## config.mk

```make
export PLATFORM = sky130hd
export DESIGN_NAME = memwb_skid_stage
export DESIGN_NICKNAME = d
export VERILOG_FILES = /design/src/rtl/memwb_pkg.sv /design/src/rtl/memwb_payload_reg.sv /design/src/rtl/memwb_skid_stage.sv
export SDC_FILE = /design/constraint.sdc
export NUM_CORES = 1
export LEC_CHECK = 0
export CAP_MARGIN = 20
export CORE_MARGIN = 5
export CORE_UTILIZATION = 30
export CTS_CLUSTER_SIZE = 28
export DETAILED_ROUTE_END_ITERATION = 7
export PLACE_DENSITY_LB_ADDON = 0.2
export REMOVE_ABC_BUFFERS = 1
export SLEW_MARGIN = 5
export SYNTH_ARGS = -nofsm -noshare
export SYNTH_HDL_FRONTEND = slang
export SYNTH_SLANG_ARGS = --single-unit
```

## constraint.sdc

```tcl
create_clock -name clk_i -period 1.8 [get_ports clk_i]
set_clock_uncertainty 0.15 [all_clocks]
set_input_delay 0.54 -clock clk_i [delete_from_list [all_inputs] [get_ports clk_i]]
set_output_delay 0.54 -clock clk_i [all_outputs]
set_load 0.02 [all_outputs]
```

## src/rtl/memwb_pkg.sv

```systemverilog
// Shared types and constants for the MEM->WB skid stage: state encoding and occupancy codes.
package memwb_pkg;

  typedef enum logic [1:0] {
    EMPTY = 2'd0,
    FULL  = 2'd1,
    SKID  = 2'd2
  } state_t;

  localparam logic [1:0] OCC_EMPTY = 2'd0;
  localparam logic [1:0] OCC_FULL  = 2'd1;
  localparam logic [1:0] OCC_SKID  = 2'd2;

  function automatic logic [1:0] occ_of(state_t s);
    case (s)
      FULL:    return OCC_FULL;
      SKID:    return OCC_SKID;
      default: return OCC_EMPTY;
    endcase
  endfunction

endpackage

```

## src/rtl/memwb_payload_reg.sv

```systemverilog
// Enable-loaded payload register with asynchronous active-low clear.
module memwb_payload_reg #(
  parameter int unsigned W = 8
) (
  input  logic         clk_i,
  input  logic         rst_n_i,
  input  logic         en_i,
  input  logic [W-1:0] d_i,
  output logic [W-1:0] q_o
);

  always_ff @(posedge clk_i or negedge rst_n_i) begin
    if (!rst_n_i)  q_o <= '0;
    else if (en_i) q_o <= d_i;
  end

endmodule

```

## src/rtl/memwb_skid_stage.sv

```systemverilog
// MEM->WB pipeline stage with valid/ready handshake, one-entry skid buffer and synchronous flush.
// Optional: define MEMWB_X0_SUPPRESS_EN to gate RegWrite_o off when the destination is x0.
module memwb_skid_stage
  import memwb_pkg::*;
#(
  parameter int unsigned DATA_W = 32,
  parameter int unsigned RD_W   = 5,
  parameter int unsigned WB_W   = 2
) (
  input  logic              clk_i,
  input  logic              rst_n_i,
  input  logic              flush_i,
  input  logic              valid_i,
  output logic              ready_o,
  input  logic [WB_W-1:0]   WB_i,
  input  logic [DATA_W-1:0] Data_i,
  input  logic [DATA_W-1:0] ALUout_i,
  input  logic [RD_W-1:0]   RDaddr_i,
  output logic              valid_o,
  input  logic              ready_i,
  output logic              RegWrite_o,
  output logic              MemtoReg_o,
  output logic [DATA_W-1:0] Data_o,
  output logic [DATA_W-1:0] ALUout_o,
  output logic [RD_W-1:0]   RDaddr_o,
  output logic [1:0]        occ_o
);

  localparam int unsigned PAYLOAD_W = WB_W + 2 * DATA_W + RD_W;

  state_t                 state_q, state_d;
  logic                   accept, take;
  logic                   main_en, skid_en, main_from_skid;
  logic [PAYLOAD_W-1:0]   in_pl, main_d, main_q, skid_q;

  assign in_pl   = {WB_i, Data_i, ALUout_i, RDaddr_i};
  assign ready_o = (state_q != SKID);
  assign valid_o = (state_q != EMPTY);
  assign accept  = valid_i & ready_o;
  assign take    = valid_o & ready_i;
  assign main_d  = main_from_skid ? skid_q : in_pl;

  always_ff @(posedge clk_i or negedge rst_n_i) begin
    if (!rst_n_i) state_q <= EMPTY;
    else          state_q <= state_d;
  end

  // Flush overrides every transition and suppresses all payload loads that cycle.
  always_comb begin
    state_d        = state_q;
    main_en        = 1'b0;
    skid_en        = 1'b0;
    main_from_skid = 1'b0;
    if (flush_i) begin
      state_d = EMPTY;
    end else begin
      case (state_q)
        EMPTY: begin
          if (accept) begin
            main_en = 1'b1;
            state_d = FULL;
          end
        end
        FULL: begin
          if (accept && take) begin
            main_en = 1'b1;
          end else if (accept) begin
            skid_en = 1'b1;
            state_d = SKID;
          end else if (take) begin
            state_d = EMPTY;
          end
        end
        SKID: begin
          if (take) begin
            main_en        = 1'b1;
            main_from_skid = 1'b1;
            state_d        = FULL;
          end
        end
        default: state_d = EMPTY;
      endcase
    end
  end

  memwb_payload_reg #(.W(PAYLOAD_W)) u_main (
    .clk_i   (clk_i),
    .rst_n_i (rst_n_i),
    .en_i    (main_en),
    .d_i     (main_d),
    .q_o     (main_q)
  );

  memwb_payload_reg #(.W(PAYLOAD_W)) u_skid (
    .clk_i   (clk_i),
    .rst_n_i (rst_n_i),
    .en_i    (skid_en),
    .d_i     (in_pl),
    .q_o     (skid_q)
  );

  assign Data_o     = main_q[2*DATA_W+RD_W-1 -: DATA_W];
  assign ALUout_o   = main_q[DATA_W+RD_W-1 -: DATA_W];
  assign RDaddr_o   = main_q[RD_W-1:0];
  assign MemtoReg_o = main_q[PAYLOAD_W-WB_W];
  assign occ_o      = occ_of(state_q);

`ifdef MEMWB_X0_SUPPRESS_EN
  assign RegWrite_o = valid_o & main_q[PAYLOAD_W-1] & (|RDaddr_o);
`else
  assign RegWrite_o = valid_o & main_q[PAYLOAD_W-1];
`endif

endmodule

```

-- Yosys cells after proc, flatten, opt, wreduce, memory -nomap -nowiden
Cells that the tools add are included.
Widths: inputs -> output; s select.
- flip-flop bits (word level): 144
- bits of input ports: 76
- output and inout bits: 75
- logic and storage cells: 36
- equal/unequal tests: 7
- mux-type cells: 19
- bitwise logic cells: 3
- reductions and logical operators: 4
- operators with widths (operator ; count):
    $mux 71 ; 1
    $mux 2 ; 6
    $mux 1 ; 9
    $ne 3x3->1 const B ; 3
    $pmux 2 s3 ; 1
    $ne 4x4->1 const B ; 1
    $pmux 2 s2 ; 1
    $reduce_and 4->1 ; 1
    $and 1x1->1 ; 3
    $pmux 1 s3 ; 1
    $eq 2x1->1 const B ; 1
    $eq 2x2->1 const B ; 1
    $logic_not 2->1 ; 1
    $ne 2x2->1 const B ; 1
    $reduce_bool 2->1 ; 1
    $logic_and 1x1->1 ; 1

-- Logic depth before layout (Yosys ltp)
- word-level depth: 7
- gate-level depth with buffers: 6
- mapped depth without buffers: 5

-- By module
From an unflattened synthesis, not the netlist that was laid out.
- cells, all modules: 397
- area total of the unflattened synthesis: 7352.1 um^2
- modules (own cells, without submodules) (module ; instances ; cells each ; area each (um^2) ; sequential area each (um^2)):
    memwb_payload_reg ; 2 ; 150 ; 2990.4 ; 1776.7
    memwb_skid_stage ; 1 ; 97 ; 1371.3 ; 50.0

-- Worst setup path before layout
OpenSTA, ideal clock, no wires.
- path type: reg-to-reg
- from: register state_q[0]
- to: register u_main.q_o[0]
- library setup time: 0.125 ns
- arrival: 1.701 ns
- data required time: 1.525 ns
- path slack: -0.176 ns
- cell stages (with the launch flop): 7
- buffers on the path: 2
- clock period less this slack: 1.976 ns
- cell sequence: dfrtp_1 nand2b_4 nor3b_1 buf_6 buf_6 mux2_1 mux2_2
- longest elaborated chain between the ends: 6
- elaborated cells between the ends (all ways): 16
- classes of those cells: eq/ne: 3; mux: 8; bitwise: 2; reduce/logical: 3
- ends and longest elaborated chain (item ; RTL line ; RTL):
    start: declaration ; memwb_skid_stage.sv:31 ; state_t state_q, state_d;
    start signal: assignment ; memwb_skid_stage.sv:45 ; else state_q <= state_d;
    $ne 2x2->1 * ; memwb_skid_stage.sv:37 ; assign ready_o = (state_q != SKID);
    via ready_o ; memwb_skid_stage.sv:14 ; output logic ready_o,
    $and 1x1->1 * ; memwb_skid_stage.sv:39 ; assign accept = valid_i & ready_o;
    $logic_and 1x1->1 ; memwb_skid_stage.sv:65 ; if (accept && take) begin
    $mux 1 ; memwb_skid_stage.sv:65 ;
    $pmux 1 s3 * ; memwb_skid_stage.sv:57 ; case (state_q)
    $mux 1 * ; memwb_skid_stage.sv:54 ; if (flush_i) begin
    end signal: assignment ; memwb_payload_reg.sv:14 ; else if (en_i) q_o <= d_i;
    end: declaration ; memwb_payload_reg.sv:9 ; output logic [W-1:0] q_o
The timed path passes the listed nets; every way through them passes the cells marked *.
A chain may end at the register's enable or synchronous reset.

-- Worst setup path after layout
- from: register state_q[0]
- to: register u_main.q_o[64]
- longest elaborated chain between the ends: 6
- elaborated cells between the ends (all ways): 16
- classes of those cells: eq/ne: 3; mux: 8; bitwise: 2; reduce/logical: 3
- ends and longest elaborated chain (item ; RTL line):
    $ne 2x2->1 / $reduce_bool 2->1 (equally long branches) ; memwb_skid_stage.sv:37, memwb_skid_stage.sv:38
    $and 1x1->1 (on tied branches) ; memwb_skid_stage.sv:39, memwb_skid_stage.sv:40
    $logic_and 1x1->1 / $mux 1 (equally long branches) ; memwb_skid_stage.sv:65, memwb_skid_stage.sv:75
    $mux 1 (on tied branches) ; memwb_skid_stage.sv:65, memwb_skid_stage.sv:57
    $pmux 1 s3 / $mux 1 (equally long branches) ; memwb_skid_stage.sv:57, memwb_skid_stage.sv:54
    $mux 1 / $mux 71 (equally long branches) ; memwb_skid_stage.sv:54, memwb_skid_stage.sv:41
Parallel ways exist; a longest one is shown, timed or not.

==> impl_metrics.csv <==
group,metric,value,unit
run_status,outcome,"finished with violations",
run_status,violations,"setup timing",
setup_path,rr_endpoint,"u_main.q_o[64]$_DFFE_PN0P_",
synth,yosysWarnings,0,
global_routing,grt_pass1_vias,4574,
sta,relSlewSlack,78.5,%
sta,setup_viol,148,
sta,hold_ws,0.352,ns
synth,syn_area,6850,µm²
sta,fin_crit_sh,115,%
clock_tree,cts_sinks,144,
floorplan,dieArea,25900,µm²
hold_path,hold_path_startpoint,"u_skid.q_o[58]$_DFFE_PN0P_",
hold_path,min_to,"u_skid.q_o[58]$_DFFE_PN0P_",
power_and_ir_drop,power_density,1080,nW/µm²
drt,vias,4068,
floorplan,initial_core_util,30.3,%
floorplan,die_h,161,µm
sta,finalHoldViolCount,0,
global_routing,antenna_found_initial,0,
global_routing,grt_max_degree,37,
synth,synthCells,465,
setup_path,cp-end-kind,"flip-flop",
drt,drtIter0Drc,145,
setup_path,worstReg2RegStart,"state_q[0]$_DFFE_PN0P_",
sta,fin_ws,-0.266,ns
sta,finalCriticalPeriod,2.07,ns
clock_tree,clockBufferDepth,2,
placed_design,gp_congestion,0.726,
drt,vias_per_cell,4.50,
floorplan,io_pins,151,
synth,synth.top_cell.area_share,52.6,%
final_layout,drive_above_1_share,56.4,%
floorplan,die_w,161,µm
drt,first_pass_iters,6,
synth,avgSynthCellArea,14.7,µm²
power_and_ir_drop,ir_drop,0.517,mV
synth,seq_area_frac_synth,52.6,%
setup_path,crit_required,1.94,ns
floorplan,num_rows,55,
setup_path,worstSetupPathType,"flip-flop to flip-flop",
placed_design,dp_hpwl,10200,µm
drt,drt_wl_total,17600,µm
global_routing,grt.total_usage,13.3,%
hold_path,hold_depth,1,
clock_tree,h-tree-depth,4,
sta,finalSetupTns,-22.04,ns
job,drv_cap,0,
drt,ant_nets,0,
placed_design,port_buffers,150,
synth,synth_seq_cells,144,
clock_tree,clk_latency,0.41,ns
drt,wl_per_cell,19.5,µm
setup_path,ff2ff_path_depth,6,
sta,rsz0062_at_grt,"yes",
drt,route.detailed.drc,0,
synth,synthTopCellsByArea,"dfrtp_1 53%, mux2_2 24%, mux2_1 12%",
final_layout,antenna_cells,0,
sta,tightest_slew,0.322,ns
hold_path,hp-class,"flip-flop to flip-flop",
sta,slew_violations,0,
setup_path,regToRegSetupSlack,-0.27,ns
global_routing,grt_pass1_wl,26700,µm
synth,yosysTopAreaCell,"dfrtp_1",
floorplan,core,22600,µm²
clock_tree,cts_tree,"done",
clock_tree,numCtsBuffers,17,
global_routing,overflow,0,
clock_tree,path_clk_slew,0.06,ns
final_layout,layout.nets,683,
setup_path,arrival,2.20,ns
sta,fmax,0.484,GHz
power_and_ir_drop,leakage,0.00433,µW
setup_path,cp_max_fo,17,
clock_tree,clock-root-buffer,"clkbuf_16",
final_layout,syn2layout_area_growth,43.7,%
setup_path,cp-start-kind,"flip-flop",
synth,synth.distinct_cells,20,
-- logic make-up (layout without fill, tap and decap cells) --
| group | after synthesis | count (layout) | synth area share (%) |
|---|---|---|---|
| AND/OR/NAND/NOR | 11 | 11 | 1.01 |
| flip-flops | 144 | 144 | 52.6 |
| multiplexers | 214 | 214 | 35.2 |
| AO/OA/AOI/OAI | 4 | 4 | 0.585 |
| buffers and inverters | 92 | 246 | 10.6 |
-- where the power goes --
| part | internal, µW | switching (µW) |
|---|---|---|
| clock network | 2220 | 1400 |
| logic | 1470 | 1060 |
| registers | 4020 | 413 |
-- per-layer routing --
metal | routed length [µm] | up-vias | global-route usage [%]
met4 | 116 | 0 | 3.96
met2 | 8710 | 91 | 22.0
met1 | 8120 | 2120 | 17.3
li1 | - | 1851 | -
met3 | 676 | 6 | 3.50
met5 | 0 | - | 0
-- cell usage in the layout, fill, tap and decap left out, types with 3 or more instances in the layout --
cell type,synthesis,final
buf_6,15,17
clkbuf_2,0,15
clkbuf_16,0,20
mux2_1,70,41
buf_4,69,16
clkinv_4,0,4
buf_2,7,9
mux2_2,143,118
mux2_4,0,54
dfrtp_1,144,144
clkdlybuf4s15_2,0,45
bufinv_16,0,3
buf_12,0,20
buf_16,0,10
clkdlybuf4s50_1,0,71
-- metrics by stage --
step	utilization, %	std cells	instance area (µm²)	worst slack [ns]	power (µW)
2_1_floorplan	-	374	6120	-5.36	5640
3_3_place_gp	36.9	836	8330	-0.832	6800
3_5_place_dp	36.9	836	8330	-0.798	6900
4_1_cts	43.1	904	9730	-0.295	10700
5_1_grt	43.6	904	9840	-0.334	11100
6_report	43.6	904	9840	-0.266	10600
-- cells in the mapped netlist, drive strengths merged --
cell type and count:
dfrtp 144, or2 1, mux2i 1, a21oi 1
and2 1, nand3 1, inv 1, mux2 213
o21a 1, nand2b 2, o31ai 1, nor2b 2
o21ai 1, nor2 3, nor3b 1, buf 91
-- layout make-up --
| type | count | area [µm²] |
|---|---|---|
| Inverter | 1 | 3.75 |
| Clock inverter | 12 | 160 |
| Tap cell | 285 | 357 |
| Sequential cell | 144 | 3600 |
| Timing Repair Buffer | 214 | 2510 |
| Multi-Input combinational cell | 229 | 2760 |
| Clock buffer | 19 | 443 |
| Fill cell | 2029 | 12700 |
-- flip-flops by register name, summed over array words and instances (netlist names) --
register    cells
u_main.q_o     71
state_q         2
u_skid.q_o     71
-- how the worst max path moves through the flow --
stage / from / end / slack [ns] / cells past startpoint
final: state_q[0]$_DFFE_PN0P_ / u_main.q_o[64]$_DFFE_PN0P_ / -0.27 / 6
after global routing: state_q[0]$_DFFE_PN0P_ / u_main.q_o[16]$_DFFE_PN0P_ / -0.33 / 6
after CTS: state_q[0]$_DFFE_PN0P_ / u_main.q_o[45]$_DFFE_PN0P_ / -0.30 / 6
after detailed placement: valid_i / u_main.q_o[47]$_DFFE_PN0P_ / -0.80 / 7
after global placement: valid_i / u_main.q_o[43]$_DFFE_PN0P_ / -0.83 / 7
after floorplan: state_q[0]$_DFFE_PN0P_ / u_main.q_o[45]$_DFFE_PN0P_ / -5.36 / 4
-- critical path, stage by stage, from the launching register on --
cell      delay (ns)
dfrtp_1         0.41
nand2b_4        0.18
nor3b_4         0.24
buf_6           0.17
buf_12          0.18
mux2_1          0.33
mux2_2          0.27
-- timing repair --
item                                    CTS  global route
gates resized for setup                 263            91
buffers inserted                         21             3
hold endpoints to repair                 20             0
gates cloned                             15             3
pin swaps                                 2             3
hold buffers                              1             0
endpoints found under the setup margin  217           171
Note: power is estimated with default switching activity, not from simulation.
